### src/rtl/arms_pkg.sv
// -----------------------------------------------------------------------------
// arms_pkg
// Shared types for the ARMS writeback trace unit: the register index, the
// 64-bit machine word, the XZR index and the record layout held in the FIFO.
// No ports (package).
// -----------------------------------------------------------------------------
package arms_pkg;

    localparam int REG_W  = 5;
    localparam int WORD_W = 64;
    localparam int NREGS  = 32;

    typedef logic [REG_W-1:0]  reg_idx_t;
    typedef logic [WORD_W-1:0] word_t;

    // R31 reads as zero on ARMS, so writes to it carry no architectural state.
    localparam reg_idx_t XZR_IDX = 5'd31;

    typedef struct packed {
        reg_idx_t reg_idx;
        word_t    data;
        word_t    pc;
    } trace_rec_t;

endpackage

### src/rtl/arms_wb_trace_fifo_if.sv
// -----------------------------------------------------------------------------
// arms_wb_trace_fifo_if
// Bundles the ARMS writeback bus (iaddrbus, dselect, dbus, wb_en) with the
// trace read handshake (rd_valid/rd_ready plus the head record fields).
//   master : core/host side - drives writeback bus and rd_ready
//   slave  : trace unit     - observes writeback bus, drives read side
// -----------------------------------------------------------------------------
interface arms_wb_trace_fifo_if;
    import arms_pkg::*;

    word_t              iaddrbus;
    logic [NREGS-1:0]   dselect;
    word_t              dbus;
    logic               wb_en;

    logic               rd_valid;
    logic               rd_ready;
    reg_idx_t           rd_reg;
    word_t              rd_data;
    word_t              rd_pc;

    modport master (
        output iaddrbus, dselect, dbus, wb_en, rd_ready,
        input  rd_valid, rd_reg, rd_data, rd_pc
    );

    modport slave (
        input  iaddrbus, dselect, dbus, wb_en, rd_ready,
        output rd_valid, rd_reg, rd_data, rd_pc
    );

endinterface

### src/rtl/arms_onehot_enc.sv
// -----------------------------------------------------------------------------
// arms_onehot_enc
// Converts the 32-bit one-hot writeback select into a register index.
//   sel   in  32  one-hot register select
//   idx   out 5   index of the set bit (OR of indices when multi-hot)
//   zero  out 1   no bit set
//   multi out 1   more than one bit set
// -----------------------------------------------------------------------------
module arms_onehot_enc
    import arms_pkg::*;
(
    input  logic [NREGS-1:0] sel,
    output reg_idx_t         idx,
    output logic             zero,
    output logic             multi
);

    logic seen;

    always_comb begin
        idx   = '0;
        multi = 1'b0;
        seen  = 1'b0;
        for (int i = 0; i < NREGS; i++) begin
            if (sel[i]) begin
                if (seen) begin
                    multi = 1'b1;
                end
                seen = 1'b1;
                idx  = idx | reg_idx_t'(i);
            end
        end
        zero = ~seen;
    end

endmodule

### src/rtl/arms_wb_trace_fifo.sv
// -----------------------------------------------------------------------------
// arms_wb_trace_fifo
// Passive capture of ARMS register writebacks into a first-word-fall-through
// FIFO. Each record holds register index, write data and the fetch address of
// the producing instruction (iaddrbus delayed by PIPE_DEPTH cycles).
//   clk        in   1    clock, rising edge
//   reset      in   1    synchronous, active-low reset
//   bus        slave     writeback bus in, read handshake out
//   capture_en in   1    capture enable
//   count      out  $clog2(DEPTH)+1  occupancy
//   overflow   out  1    sticky: record lost because FIFO full
//   sel_err    out  1    sticky: qualified writeback with multi-hot dselect
// -----------------------------------------------------------------------------
module arms_wb_trace_fifo
    import arms_pkg::*;
#(
    parameter int DEPTH      = 16,
    parameter int PIPE_DEPTH = 4,
    parameter bit DROP_XZR   = 1'b1
)(
    input  logic                   clk,
    input  logic                   reset,
    arms_wb_trace_fifo_if.slave    bus,
    input  logic                   capture_en,
    output logic [$clog2(DEPTH):0] count,
    output logic                   overflow,
    output logic                   sel_err
);

    localparam int PTR_W = $clog2(DEPTH);
    localparam int CNT_W = PTR_W + 1;
    localparam logic [CNT_W-1:0] FULL_CNT = CNT_W'(DEPTH);

    word_t            pc_dly [PIPE_DEPTH];
    trace_rec_t       mem    [DEPTH];
    logic [PTR_W-1:0] wr_ptr;
    logic [PTR_W-1:0] rd_ptr;

    reg_idx_t   enc_idx;
    logic       enc_zero;
    logic       enc_multi;
    logic       cap;
    logic       xzr_hit;
    logic       rec_vld;
    logic       full;
    logic       pop;
    logic       push;
    logic       drop;
    trace_rec_t new_rec;
    trace_rec_t head;

    // PC tag delay line: the last stage holds iaddrbus from PIPE_DEPTH cycles
    // back, which is the fetch address of the instruction writing back now.
    always_ff @(posedge clk) begin
        if (!reset) begin
            for (int i = 0; i < PIPE_DEPTH; i++) begin
                pc_dly[i] <= '0;
            end
        end else begin
            pc_dly[0] <= bus.iaddrbus;
            for (int i = 1; i < PIPE_DEPTH; i++) begin
                pc_dly[i] <= pc_dly[i-1];
            end
        end
    end

    arms_onehot_enc u_enc (
        .sel   (bus.dselect),
        .idx   (enc_idx),
        .zero  (enc_zero),
        .multi (enc_multi)
    );

    // wb_en/capture_en are ANDed first so X on dselect while idle is masked.
    assign cap     = capture_en & bus.wb_en & ~enc_zero;
    assign xzr_hit = DROP_XZR && (enc_idx == XZR_IDX);
    assign rec_vld = cap & ~enc_multi & ~xzr_hit;

    assign bus.rd_valid = (count != '0);
    assign full         = (count == FULL_CNT);
    assign pop          = bus.rd_valid & bus.rd_ready;
    // A pop frees the head slot on the same edge, so a full FIFO still accepts.
    assign push         = rec_vld & (~full | pop);
    assign drop         = rec_vld & full & ~pop;

    assign new_rec.reg_idx = enc_idx;
    assign new_rec.data    = bus.dbus;
    assign new_rec.pc      = pc_dly[PIPE_DEPTH-1];

    always_ff @(posedge clk) begin
        if (!reset) begin
            wr_ptr   <= '0;
            rd_ptr   <= '0;
            count    <= '0;
            overflow <= 1'b0;
            sel_err  <= 1'b0;
        end else begin
            if (push) begin
                wr_ptr <= wr_ptr + 1'b1;
            end
            if (pop) begin
                rd_ptr <= rd_ptr + 1'b1;
            end
            case ({push, pop})
                2'b10:   count <= count + 1'b1;
                2'b01:   count <= count - 1'b1;
                default: count <= count;
            endcase
            if (drop) begin
                overflow <= 1'b1;
            end
            if (cap & enc_multi) begin
                sel_err <= 1'b1;
            end
        end
    end

    // Record storage carries no reset; the read port is masked when empty.
    always_ff @(posedge clk) begin
        if (reset && push) begin
            mem[wr_ptr] <= new_rec;
        end
    end

    assign head        = mem[rd_ptr];
    assign bus.rd_reg  = bus.rd_valid ? head.reg_idx : '0;
    assign bus.rd_data = bus.rd_valid ? head.data    : '0;
    assign bus.rd_pc   = bus.rd_valid ? head.pc      : '0;

endmodule

### src/flat_wrapper.sv
// flat-port wrapper written by rule: the top's interface ports become plain ports
module arms_wb_trace_fifo_flat import arms_pkg::*;
#(
    parameter int DEPTH      = 16,
    parameter int PIPE_DEPTH = 4,
    parameter bit DROP_XZR   = 1'b1
)
  (clk, reset, capture_en, count, overflow, sel_err, bus_iaddrbus, bus_dselect, bus_dbus, bus_wb_en, bus_rd_ready, bus_rd_valid, bus_rd_reg, bus_rd_data, bus_rd_pc);
  arms_wb_trace_fifo_if bus_i ();
  input  logic clk;
  input  logic reset;
  input  logic capture_en;
  output logic [$clog2(DEPTH):0] count;
  output logic overflow;
  output logic sel_err;
  input wire logic [$bits(bus_i.iaddrbus)-1:0] bus_iaddrbus;
  input wire logic [$bits(bus_i.dselect)-1:0] bus_dselect;
  input wire logic [$bits(bus_i.dbus)-1:0] bus_dbus;
  input wire logic [$bits(bus_i.wb_en)-1:0] bus_wb_en;
  input wire logic [$bits(bus_i.rd_ready)-1:0] bus_rd_ready;
  output wire logic [$bits(bus_i.rd_valid)-1:0] bus_rd_valid;
  output wire logic [$bits(bus_i.rd_reg)-1:0] bus_rd_reg;
  output wire logic [$bits(bus_i.rd_data)-1:0] bus_rd_data;
  output wire logic [$bits(bus_i.rd_pc)-1:0] bus_rd_pc;
  assign bus_i.iaddrbus = bus_iaddrbus;
  assign bus_i.dselect = bus_dselect;
  assign bus_i.dbus = bus_dbus;
  assign bus_i.wb_en = bus_wb_en;
  assign bus_i.rd_ready = bus_rd_ready;
  assign bus_rd_valid = bus_i.rd_valid;
  assign bus_rd_reg = bus_i.rd_reg;
  assign bus_rd_data = bus_i.rd_data;
  assign bus_rd_pc = bus_i.rd_pc;
  arms_wb_trace_fifo #(.DEPTH(DEPTH), .PIPE_DEPTH(PIPE_DEPTH), .DROP_XZR(DROP_XZR)) u_core (.clk(clk), .reset(reset), .bus(bus_i), .capture_en(capture_en), .count(count), .overflow(overflow), .sel_err(sel_err));
endmodule
### config.mk
export PLATFORM = sky130hd
export DESIGN_NAME = arms_wb_trace_fifo_flat
export DESIGN_NICKNAME = d
export VERILOG_FILES = /design/src/rtl/arms_pkg.sv /design/src/rtl/arms_wb_trace_fifo_if.sv /design/src/rtl/arms_onehot_enc.sv /design/src/rtl/arms_wb_trace_fifo.sv /design/src/flat_wrapper.sv
export SDC_FILE = /design/constraint.sdc
export NUM_CORES = 2
export LEC_CHECK = 0
export BUFFER_PORTS_ARGS = -buffer_cell sky130_fd_sc_hd__buf_4
export CAP_MARGIN = 40
export CORE_MARGIN = 2
export CORE_UTILIZATION = 40
export CTS_CLUSTER_SIZE = 25
export DETAILED_ROUTE_END_ITERATION = 7
export PLACE_DENSITY = 0.59
export SETUP_SLACK_MARGIN = 0.05
export SLEW_MARGIN = 20
export SYNTH_ARGS = -nofsm -noshare
export SYNTH_HDL_FRONTEND = slang
export SYNTH_SLANG_ARGS = --single-unit
export TNS_END_PERCENT = 100
### constraint.sdc
create_clock -name clk -period 15.6 [get_ports clk]
set_input_delay 0.78 -clock clk [delete_from_list [all_inputs] [get_ports clk]]
set_output_delay 0.78 -clock clk [all_outputs]
set_load 0.005 [all_outputs]
Word-level counts from Yosys, hierarchy flattened
Memory sizes are Yosys's and may differ from the RTL's. A register that Yosys moved wholly into a read port is not among the register bits.
Index checks and enable logic that the tools add are counted.
{"block": "totals", "reg_bits": 15, "mem_bits_rw": 2384, "input_bits": 165, "elab_cells": 219, "mem_count": 2}
{"block": "classes", "add_sub_neg": 4, "n_eq_ne": 9, "muxes": 179, "n_bitwise": 18, "reduce_logical": 2}
{"memory": "u_core.mem", "words": 16, "width": 133, "rd": 1, "rd_ports_with_merged_regs": 1, "write_ports": 1, "line_no": "arms_wb_trace_fifo.sv:35", "text": "trace_rec_t mem [DEPTH];"}
{"memory": "u_core.pc_dly", "words": 4, "width": 64, "rd": 4, "rd_ports_with_merged_regs": 0, "write_ports": 4, "line_no": "arms_wb_trace_fifo.sv:34", "text": "word_t pc_dly [PIPE_DEPTH];"}
{"cell": "two-way mux 64 bit", "n": 6}
{"cell": "two-way mux 1 bit", "n": 134}
{"cell": "two-way mux 5 bit", "n": 18}
{"cell": "two-way mux 4 bit", "n": 14}
{"cell": "two-way mux 3 bit", "n": 4}
{"cell": "== test 5 bit (second input constant)", "n": 2}
{"cell": "case mux 5 bit (2 select lines)", "n": 1}
{"cell": "AND 1 bit", "n": 9}
{"cell": "adder 4 x 1 -> 4 bit (second input constant)", "n": 2}
{"cell": "!= test 2 x 1 -> 1 bit (second input constant)", "n": 4}
{"cell": "adder 5 x 1 -> 5 bit (second input constant)", "n": 1}
{"cell": "OR 1 bit", "n": 5}
{"cell": "nonzero test 5 bit", "n": 1}
{"cell": "subtractor 5 x 1 -> 5 bit (second input constant)", "n": 1}
{"cell": "two-way mux 2 bit", "n": 2}
{"cell": "NOT 1 bit", "n": 4}
{"cell": "!= test 3 x 1 -> 1 bit (second input constant)", "n": 1}
{"cell": "== test 2 x 1 -> 1 bit (second input constant)", "n": 1}
{"cell": "== test 2 bit (second input constant)", "n": 1}
{"cell": "logical AND 1 bit", "n": 1}

Logic depth before layout (Yosys ltp)
{"block": "depth", "ltp_word": 101, "ltp_mapped": 13, "mapped_depth_nobuf": 13}

By module
Synthesis repeated with hierarchy kept, for this count alone.
{"block": "unflattened", "cells_unflattened": 3823, "hier_area_um2": 88800.2}
{"mod": "arms_wb_trace_fifo", "n_inst": 1, "cells_each": 3752, "area_each_um2": 88353.5, "seq_area_each_um2": 69406.6}
{"mod": "arms_onehot_enc", "n_inst": 1, "cells_each": 71, "area_each_um2": 446.7, "seq_area_each_um2": 0.0}

Worst setup path before layout
Ideal clock, no wire load.
{"block": "synth_timing", "path_type": "input to register", "from": "in bus_dselect[12]", "to": "mem u_core.mem[2][0] (netlist name), enable pin", "setup_time_ns": 0.951, "arrival_time_ns": 15.235, "required_time_ns": 14.649, "setup_slack_ns": -0.586, "path_stages": 8, "n_path_buf": 1, "cell_sequence": "or4_4 -> or3_1 -> o31ai_1 -> o211ai_1 -> nor4_4 -> nand4_4 -> buf_2 -> nor4_1"}
{"block": "synth_via", "elab_chain_len": 65, "word_cells_on_any_way": 108, "cone_classes": "1 x eq/ne; 100 x mux; 6 x bitwise; 1 x reduce/logical"}
{"item": "from (decl)", "line_no": "flat_wrapper.sv:17", "text": "input wire logic [$bits(bus_i.dselect)-1:0] bus_dselect;"}
{"item": "two-way mux 1 bit", "line_no": "arms_onehot_enc.sv:25", "text": "if (sel[i]) begin"}
{"item": "two-way mux 1 bit", "line_no": "arms_onehot_enc.sv:26", "text": "if (seen) begin"}
{"item": "two-way mux 1 bit (2 in series)", "line_no": "arms_onehot_enc.sv:25"}
{"item": "two-way mux 1 bit", "line_no": "arms_onehot_enc.sv:26"}
{"item": "two-way mux 1 bit (2 in series)", "line_no": "arms_onehot_enc.sv:25"}
{"item": "two-way mux 1 bit", "line_no": "arms_onehot_enc.sv:26"}
{"item": "two-way mux 1 bit (2 in series)", "line_no": "arms_onehot_enc.sv:25"}
{"item": "two-way mux 1 bit", "line_no": "arms_onehot_enc.sv:26"}
{"item": "[... 45 more ...]"}
{"item": "two-way mux 1 bit (2 in series)", "line_no": "arms_onehot_enc.sv:25"}
{"item": "NOT 1 bit", "line_no": "arms_wb_trace_fifo.sv:77", "text": "assign rec_vld = cap & ~enc_multi & ~xzr_hit;"}
{"item": "AND 1 bit", "line_no": "arms_wb_trace_fifo.sv:77"}
{"item": "AND 1 bit *", "line_no": "arms_wb_trace_fifo.sv:77"}
{"item": "AND 1 bit *", "line_no": "arms_wb_trace_fifo.sv:83", "text": "assign push = rec_vld & (~full | pop);"}
{"item": "logical AND 1 bit *", "line_no": "arms_wb_trace_fifo.sv:120", "text": "if (reset && push) begin"}
{"item": "two-way mux 1 bit *", "line_no": "arms_wb_trace_fifo.sv:120"}
{"item": "two-way mux 1 bit (not written as such) *", "line_no": "arms_wb_trace_fifo.sv:121", "text": "mem[wr_ptr] <= new_rec;"}
{"item": "to (decl)", "line_no": "arms_wb_trace_fifo.sv:35"}
Every way passes the cells marked *; elsewhere a longest branch is shown, timed or not. The select of a mux whose other input is x is not followed.

==> out/qor.csv <==
stage,metric,value,unit
yosys,top-count cell post-synth,edfxtp_1,
clock_network,clk buf depth,3,
clock_network,post-CTS sizing,0,
worst_setup_path,FF-to-FF path depth,7,
sta,Final Worst Setup Slack,9680,ps
floorplanning,full die area,226000,um^2
yosys,Synth Register Bits,2403,
sta,Final Hold Fails,0,
routing,drc violations,0,
clock_network,Clock Latency Late Sink,850,ps
sta,Worst slew margin,0.308,
yosys,Main synth FF type,edfxtp_1,
floorplanning,row count,172,
global_route,Overflow after GRT,0,
global_route,antenna violations before repair,26,
final_layout,Layout area overhead,16.4,%
yosys,"top cells by area, synth","edfxtp_1, mux4_2, dfxtp_1, and2_1, clkbuf_1",
hold_path,WHS Endpoint,u_core.pc_dly[0][6],
final_layout,nets@finish,4471,
sta,unrepaired setup endpoints after global routing,false,
yosys,cells after synthesis,3844,
worst_setup_path,Worst path slowest cell,buf_4,
hold_path,min-delay worst type,input port to flip-flop,
worst_setup_path,most frequent CP cell,buf_4,
yosys,share of synthesized registers carrying an async set or reset,0,
worst_setup_path,"Buf+Inv Stages, Crit Path",7,
worst_setup_path,r2r startpoint,u_core.count[0],
placement,Placed Area,95500,um^2
global_route,largest net degree at the start of global routing,127,
clock_network,CTS Buf Count,233,
clock_network,hold buffers post-CTS,0,
routing,Routed Antenna Nets,0,
clock_network,setup bufs post-CTS,0,
clock_network,TritonCTS clock tree,built,
job,maxcap violations,0,
routing,DR vias,40200,
worst_setup_path,CP arrival,5140,ps
yosys,Synth Cell Area,88800,um^2
routing,wire per inst,27.0,um
pwr,P_leak,29.9,nW
yosys,leading area contributor after synthesis,edfxtp_1,
worst_setup_path,"Critical Path, Cell by Cell",buf_16 > buf_4 > buf_16 > buf_12 > buf_4 > buf_12 > mux4_2 > mux4_2 > and2_1 > buf_4,
worst_setup_path,"reg-to-reg slack, setup",10980,ps
worst_setup_path,CP startpoint kind,flip-flop,
sta,setup violators final,0,
floorplanning,DIE HEIGHT,475,um
sta,fmax,169,MHz
yosys,number of synthesized flops with an enable pin,2128,
yosys,commonest cells in the netlist,"edfxtp_1, mux4_2, and2_1",
placement,setup slack at placement,9450,ps
final_layout,Non-Filler Instances,7460,
placement,IO buf count,305,
worst_setup_path,Crit path largest cell delay,590,ps
final_layout,fin area,103000,um^2
outcome,status,finished clean,
routing,Detailed Routing Iterations Pass 1,7,
yosys,Synth cell types,48,
clock_network,Clock Tree Root,clkbuf_16,
pwr,Power Density,122,nW/um^2
worst_setup_path,worst path required time,14820,ps
global_route,GRT Util Overall,0.178,
sta,max-slew violation total from the final report,0,
clock_network,H-tree levels,4,
yosys,Yosys warning count,0,
routing,Vias/cell,5.38,
clock_network,Worst-path clk slew,60,ps
clock_network,clock tree sinks,2403,
yosys,syn avg cell area,23.1,um^2
floorplanning,Initial Util,0.403,
floorplanning,I/O pin cnt,306,
yosys,area share of the largest cell type after synthesis,0.720,
sta,crit share post-route,0.380,
worst_setup_path,crit end category,primary output,
placement,gp weighted congestion,0.762,
routing,Iteration-0 DRC Markers,3641,
sta,Worst-Margin Slew,1040,ps
routing,routed wire length,202,mm
placement,Inst Count DP,7013,
worst_setup_path,terminus of the critical flop-to-flop path,u_core.mem[7][77],
global_route,first-pass GRT wire length,294,mm
yosys,sequential area share after synthesis,0.782,
placement,Detailed Place HPWL,111,mm
sta,Period minus WS final,5920,ps
floorplanning,core area,220000,um^2
global_route,vias in the first global route,41800,
sta,Setup Skew,59.3,ps
final_layout,fraction of layout cells with a size suffix above 1,0.323,
hold_path,hold depth,2,
hold_path,Hold Crit Start,bus_iaddrbus[6],
pwr,Peak VDD IR,0.0000998,V
worst_setup_path,CP Max Fanout,90,
worst_setup_path,cell family with most CP delay,buffers and inverters,
worst_setup_path,Worst Setup Path Type,flip-flop to primary output,
floorplanning,chip width,475,um
yosys,net count after synthesis,4018,
[state kept, by name, indices dropped and copies added (netlist names), named ones only]
signal           flops
u_core.sel_err       1
u_core.count         5
u_core.pc_dly      256
u_core.overflow      1
u_core.rd_ptr        4
u_core.wr_ptr        4
u_core.mem        2128
[area by class of cell]
cell class,instances,area (um^2)
fillers,18100,117000
clock inverters,118,1130
diodes,7,17.5
repair buffers,416,3850
multi-input cells,1237,18700
inverters,6,22.5
clock buffers,315,6450
well taps,2958,3700
flip-flops and latches,2403,69400
[through the flow]
stage	TNS, ps	hold slack [ps]	power [mW]	util
2_1_floorplan	-222320	412	7.15	-
3_3_place_gp	0	414	7.23	0.431
3_5_place_dp	0	417	7.24	0.434
4_1_cts	0	66.4	12.8	0.468
5_1_grt	0	92.0	13.0	0.469
6_report	0	147	12.6	0.469
[how the worst max path moves through the flow]
stage                         start                 to  slack, ps  cells past startpoint
detailed placement   bus_dselect[2]  u_core.mem[7][78]       9450                     11
CTS                       flip-flop    bus_rd_data[20]       8940                      8
global route              flip-flop    bus_rd_data[51]       9240                     10
global placement     bus_dselect[2]  u_core.mem[3][97]       9360                     11
finish                    flip-flop    bus_rd_data[51]       9680                     10
floorplan           bus_dselect[12]   u_core.mem[0][0]       -560                      8
[power breakdown]
group	switching [mW]	internal [mW]
clock	2.35	3.17
sequential	0.0178	6.98
combinational	0.0615	0.0412
total	2.43	10.2
[cell usage in the layout (no fill, tap or decap), types with 4 or more instances in the layout]
cell	instances
a21oi_1	4
and2_1	395
and3_4	4
buf_12	19
buf_16	24
buf_4	372
bufinv_16	17
clkbuf_1	54
clkbuf_16	237
clkbuf_8	24
clkinv_1	37
clkinv_2	45
clkinv_8	4
clkinvlp_4	6
dfxtp_1	271
dfxtp_4	4
diode_2	7
edfxtp_1	2128
ha_1	8
inv_1	6
mux2i_1	6
mux4_2	665
nand2_1	31
nand3_1	4
nand4_1	7
nor2_1	16
nor2b_4	4
nor3_1	8
nor3_2	4
nor4_1	17
nor4_2	4
o21ai_0	7
o31ai_1	4
or3_1	5
xnor2_1	5
[routing by layer]
layer	GRT usage	vias to the layer above	share of wire
met1	0.265	21800	0.46
met2	0.279	1183	0.47
li1	-	16900	-
met5	0	-	0.00024
met4	0.0348	8	0.015
met3	0.0293	250	0.054
[cell families after synthesis]
family	Yosys count	synth area share
AOI/OAI and AO/OA	35	0.00278
xor gates and xnor gates	6	0.000592
adders and majority gates	11	0.00158
buffers and inverters	204	0.00864
DFF	2403	0.782
muxes	672	0.170
and+or+nand+nor	513	0.0351
Note: power is estimated with default switching activity, not from simulation.
